<file path="src/rtl/int_to_float_unit.sv">
// int_to_float_unit: multi-cycle 32-bit integer to IEEE-754 single-precision converter.
// Define ITOF_RNE_EN for round-to-nearest-even; the default build truncates toward zero.
module int_to_float_unit #(
    parameter int NORM_STEP = 4
) (
    input  logic        clk,
    input  logic        rst_n,
    input  logic        in_valid,
    output logic        in_ready,
    input  logic [31:0] in_data,
    input  logic        in_signed,
    output logic        out_valid,
    input  logic        out_ready,
    output logic [31:0] out_data,
    output logic        busy
);

    typedef enum logic [1:0] {
        ST_IDLE = 2'd0,
        ST_NORM = 2'd1,
        ST_DONE = 2'd2
    } state_t;

    // Exponent of a magnitude whose leading one already sits in bit 31 (127 + 31).
    localparam logic [7:0] EXP_TOP  = 8'd158;
    localparam logic [7:0] EXP_STEP = 8'(NORM_STEP);

    state_t      state_r;
    state_t      state_s;
    logic        sign_r;
    logic        sign_s;
    logic [31:0] mag_r;
    logic [31:0] mag_s;
    logic [7:0]  exp_r;
    logic [7:0]  exp_s;
    logic [31:0] out_data_s;
    logic        out_valid_s;
    logic        round_up_s;
    logic [30:0] packed_s;
    logic        coarse_ok_s;

`ifdef ITOF_RNE_EN
    assign round_up_s = mag_r[7] & ((|mag_r[6:0]) | mag_r[8]);
`else
    assign round_up_s = 1'b0;
`endif

    // A carry out of the fraction rolls into the exponent for free in this sum.
    assign packed_s    = {exp_r, mag_r[30:8]} + {30'd0, round_up_s};
    assign coarse_ok_s = (mag_r[31 -: NORM_STEP] == {NORM_STEP{1'b0}});

    // Next-state, datapath and output computation for the three-state sequencer.
    always_comb begin
        state_s     = state_r;
        sign_s      = sign_r;
        mag_s       = mag_r;
        exp_s       = exp_r;
        out_data_s  = out_data;
        out_valid_s = out_valid;
        case (state_r)
            ST_IDLE: begin
                if (in_valid && in_ready) begin
                    if (in_data == 32'd0) begin
                        out_data_s  = 32'd0;
                        out_valid_s = 1'b1;
                        state_s     = ST_DONE;
                    end else begin
                        sign_s  = in_signed & in_data[31];
                        mag_s   = (in_signed && in_data[31]) ? (32'd0 - in_data) : in_data;
                        exp_s   = EXP_TOP;
                        state_s = ST_NORM;
                    end
                end else begin
                    state_s = ST_IDLE;
                end
            end
            ST_NORM: begin
                if (mag_r[31]) begin
                    out_data_s  = {sign_r, packed_s};
                    out_valid_s = 1'b1;
                    state_s     = ST_DONE;
                end else if (coarse_ok_s) begin
                    mag_s = mag_r << NORM_STEP;
                    exp_s = exp_r - EXP_STEP;
                end else begin
                    mag_s = mag_r << 1;
                    exp_s = exp_r - 8'd1;
                end
            end
            ST_DONE: begin
                if (out_ready) begin
                    out_valid_s = 1'b0;
                    state_s     = ST_IDLE;
                end else begin
                    state_s = ST_DONE;
                end
            end
            default: begin
                out_valid_s = 1'b0;
                state_s     = ST_IDLE;
            end
        endcase
    end

    // State, datapath and registered handshake outputs; reset aborts any operation.
    always_ff @(posedge clk) begin
        if (!rst_n) begin
            state_r   <= ST_IDLE;
            sign_r    <= 1'b0;
            mag_r     <= 32'd0;
            exp_r     <= 8'd0;
            out_data  <= 32'd0;
            out_valid <= 1'b0;
            in_ready  <= 1'b1;
            busy      <= 1'b0;
        end else begin
            state_r   <= state_s;
            sign_r    <= sign_s;
            mag_r     <= mag_s;
            exp_r     <= exp_s;
            out_data  <= out_data_s;
            out_valid <= out_valid_s;
            in_ready  <= (state_s == ST_IDLE);
            busy      <= (state_s != ST_IDLE);
        end
    end

endmodule
</file>
<file path="config.mk">
export PLATFORM = sky130hd
export DESIGN_NAME = int_to_float_unit
export DESIGN_NICKNAME = d
export VERILOG_FILES = /design/src/rtl/int_to_float_unit.sv
export SDC_FILE = /design/constraint.sdc
export NUM_CORES = 1
export LEC_CHECK = 0
export ABC_AREA = 1
export CORE_MARGIN = 3
export CORE_UTILIZATION = 36
export CTS_BUF_LIST = sky130_fd_sc_hd__clkbuf_2 sky130_fd_sc_hd__clkbuf_4 sky130_fd_sc_hd__clkbuf_8
export CTS_CLUSTER_SIZE = 20
export DETAILED_ROUTE_END_ITERATION = 8
export PLACE_DENSITY = 0.63
export SLEW_MARGIN = 20
export SYNTH_ARGS = -nofsm -noshare
export SYNTH_HDL_FRONTEND = slang
export SYNTH_SLANG_ARGS = --single-unit
</file>
<file path="constraint.sdc">
create_clock -name clk -period 3.2 [get_ports clk]
set_input_delay 0.8 -clock clk [delete_from_list [all_inputs] [get_ports clk]]
set_output_delay 0.8 -clock clk [all_outputs]
set_load 0.005 [all_outputs]
</file>
==> qor.log <==
[cts] Clock Pin Slew Worst Setup and Hold Paths 0.08 ns
[place] DP Area 5790 µm²
[global_route] total gr overflow 0
[route] wire per inst 13.1 µm
[cts] clock network latency to the later pin of the worst-skew pair 0.35 ns
[timing] number of endpoints with negative hold slack in the final report 0
[setup_path] Crit Path Class primary input to flop
[yosys] Net Count, Synth 866
[hold_path] hold worst-path end out_data[26]
[global_route] maximum number of pins on one net before global-route repair 48
[place] half-perimeter wire length after placement 10,400 µm
[setup_path] arrival time at the worst endpoint 2.94 ns
[global_route] Overall Global Routing Usage 18.8%
[cells_and_area] share of cells above drive strength 1 7.64%
[cells_and_area] fin util 45.4%
[setup_path] Crit path buffers/inverters 2
[route] routed wire length on met3 721 µm
[timing] worst slew margin relative to its limit 54.0%
[global_route] first-pass GRT wire length 22,900 µm
[cells_and_area] final standard cell area without fillers 6040 µm²
[hold_path] Tightest Hold Check Type flop to flop
[setup_path] Worst Path Max Fanout 26
[cts] maximum buffer depth of the clock tree 2
[route] number of DRC markers in iteration 0 387
[floorplanning] initial standard-cell utilization of the core 36.9%
[power] cell leakage power 2.56 nW
[route] highest metal used met4
[hold_path] instance count along the most critical hold path 2
[yosys] cell area after synthesis 4910 µm²
[floorplanning] I/O Pins 72
[yosys] synthesized area per cell 5.94 µm²
[timing] Clock Skews 0.0141 ns
[cells_and_area] commonest non-fill, non-tap cell in the layout nand2_1
[cts] TritonCTS clock tree yes
[route] Avg Vias per Cell 4.95
[cts] post-CTS setup buffer count 0
[cells_and_area] synthesis-to-finish area growth 23.0%
[timing] final total negative setup slack 0 ns
[setup_path] CP Data Required Time 3.44 ns
[power] relative contribution of the clock network to total power 30.0%
[setup_path] path depth of the worst reg2reg path 8
[floorplanning] Core ar. 13,300 µm²
[power] net switching power figure 0.00109 W
[setup_path] critical path launch point in_data[0]
[place] routability congestion estimate from global placement 0.882
[yosys] part of the Yosys area used for sequential elements 31.8%
[cts] deepest level of the CTS H-tree 3
[yosys] number of distinct library cells after synthesis 33
[setup_path] library cell appearing most often on the critical path nand2_1
[setup_path] kind of end point of the critical path flop
[timing] final slew viol count 0
[timing] final worst path period share 84.3%
[hold_path] start point of the worst hold path out_data[26]
[setup_path] library cell contributing the largest single delay on the critical path clkdlybuf4s50_1
[route] Met2 Wirelength 6670 µm
[yosys] cells after synthesis 826
[floorplanning] height of the die 123 µm
[setup_path] logic depth of the worst path, buffers included 12
[cts] master cell of the clock root buffer clkbuf_8
[power] worst supply voltage drop on vdd 0.283 mV
[cts] number of hold buffers added after cts 0
[power] switching part of the total power 35.5%
[cells_and_area] final net count 925
[setup_path] RR Startpoint state_r[1]
[place] Port Buffer Count 71
[global_route] antenna violations before repair 0
[yosys] total of warnings raised by yosys 0
[route] drt pass-1 iters 5
[setup_path] setup slack of the worst register-to-register path 1.15 ns
[setup_path] chain of cells forming the critical path clkdlybuf4s50_1 -> inv_1 -> ha_1 -> nand2_1 -> nor2_1 -> nand2_1 -> nor2_2 -> nand2_1 -> nand3_2 -> nand2_2 -> o21ai_0 -> nor2_1
[route] length of routed wiring on met1 6380 µm
[cts] number of gates given a new drive strength after cts 0
[cells_and_area] ANT cells 0
[job] MaxCap Viol Count 0
[route] Total Wirelength 13,900 µm
[floorplanning] count of standard-cell rows 42
[power] part of the power in combinational logic 32.0%
[cts] number of buffers created by CTS 9
[floorplanning] area of the die 15,100 µm²
[timing] setup repair after global routing missed its margin false
[place] Placement Setup Slack 0.181 ns
[timing] Final Worst Setup Slack 0.502 ns
[floorplanning] die width 123 µm
[route] via total after detailed routing 5,272
[global_route] vias in the first global route 4,832
[setup_path] Startpoint Class primary input
[outcome] run status complete, no violations
[timing] setup violation total in the final timing report 0
[route] detailed-route DRC error count 0
[timing] highest attainable clock frequency 371 MHz
[yosys] post-synthesis sequential element count 78
[power] Internal 0.00198 W
[route] remaining antenna violation count 0
[setup_path] endpoint of the worst-slack reg-to-reg timing path mag_r[7]
[place] number of cells in the design after placement 1,050
[timing] slew at the pin with the worst max-slew slack 0.688 ns
[power] total power density per cell area 509 nW/µm²
[timing] crit path time final 2.70 ns
[cts] total clock sinks 78
[power] sequential power share 38.0%
[cells_and_area] commonest non-fill, non-tap cells in the layout nand2_1, nor2_1, dfxtp_1
[cells_and_area] final non-filler cell total 1,066
[setup_path] delay-heaviest family, CP simple AND/OR/NAND/NOR gates
[setup_path] CP peak stage delay 0.42 ns
cells by family (layout without fill, tap and decap cells):
group,count (synthesis),after routing,share of synthesized area [%]
flip-flops,78,78,31.8
adder cells (fa/ha/maj),3,3,0.765
buffers and inverters,108,172,9.33
XOR/XNOR,2,2,0.357
AND/OR/NAND/NOR,493,493,42.3
AO/OA/AOI/OAI,142,142,15.4
through the flow:
stage	hold slack (ns)	power [W]
2_1_floorplan	0.424	0.00188
4_1_cts	0.461	0.00309
5_1_grt	0.489	0.00328
6_report	0.459	0.00307
3_5_place_dp	0.448	0.00217
3_3_place_gp	0.449	0.00216
layout make-up:
cell class              instances  area (µm²)
well taps                     176         220
fillers                      1462        7260
inverters                      72         270
clock inverters                 5         106
flip-flops and latches         78        1560
multi-input cells             640        2890
clock buffers                  11         145
repair buffers                 84         846
registers in the layout (all words and copies together) (netlist names):
| name | flops |
|---|---|
| mag_r | 32 |
| out_data | 32 |
| exp_r | 8 |
| state_r | 2 |
| busy | 1 |
| in_ready | 1 |
| out_valid | 1 |
| sign_r | 1 |
routing by layer:
metal / vias up / track usage, %
met5: - / 0
met1: 2360 / 24.9
li1: 2753 / -
met2: 145 / 31.6
met3: 14 / 3.23
met4: 0 / 4.90
worst max-delay path by stage:
stage                            to  slack [ns]
after global placement    mag_r[15]        0.25
after CTS                  exp_r[7]        0.55
after global routing      mag_r[10]        0.23
after floorplan           mag_r[12]        1.05
final                      exp_r[7]        0.50
after detailed placement   exp_r[7]        0.18
tightest hold or removal path: stages, from the launching register on:
cell and delay [ns]:
dfxtp_1 0.31, nand2_1 0.06, a21oi_1 0.05
Yosys cell counts, drive strengths merged:
cell type / number / area, µm²
nor3: 4 / 20.0
nand3: 56 / 303
nand2: 257 / 990
clkbuf: 14 / 52.6
nand3b: 3 / 22.5
ha: 3 / 37.5
inv: 71 / 267
a21oi: 71 / 385
o22ai: 1 / 6.26
buf: 22 / 135
dfxtp: 78 / 1560
or2: 1 / 6.26
nand4: 13 / 81.3
xor2: 2 / 17.5
nor2: 159 / 654
clkinv: 1 / 3.75
o21ai: 63 / 315
o211ai: 5 / 37.5
a21boi: 1 / 7.51
a31oi: 1 / 6.26
power by group through the flow:
stage	Combinational (W)	Clock (W)	Sequential (W)
after floorplan	0.000717	0	0.00116
after global placement	0.000970	0	0.00119
after detailed placement	0.000977	0	0.00119
after CTS	0.000982	0.000938	0.00117
after global routing	0.00112	0.000978	0.00118
final	0.000983	0.000922	0.00117
Power figures use the tool's default switching activity.
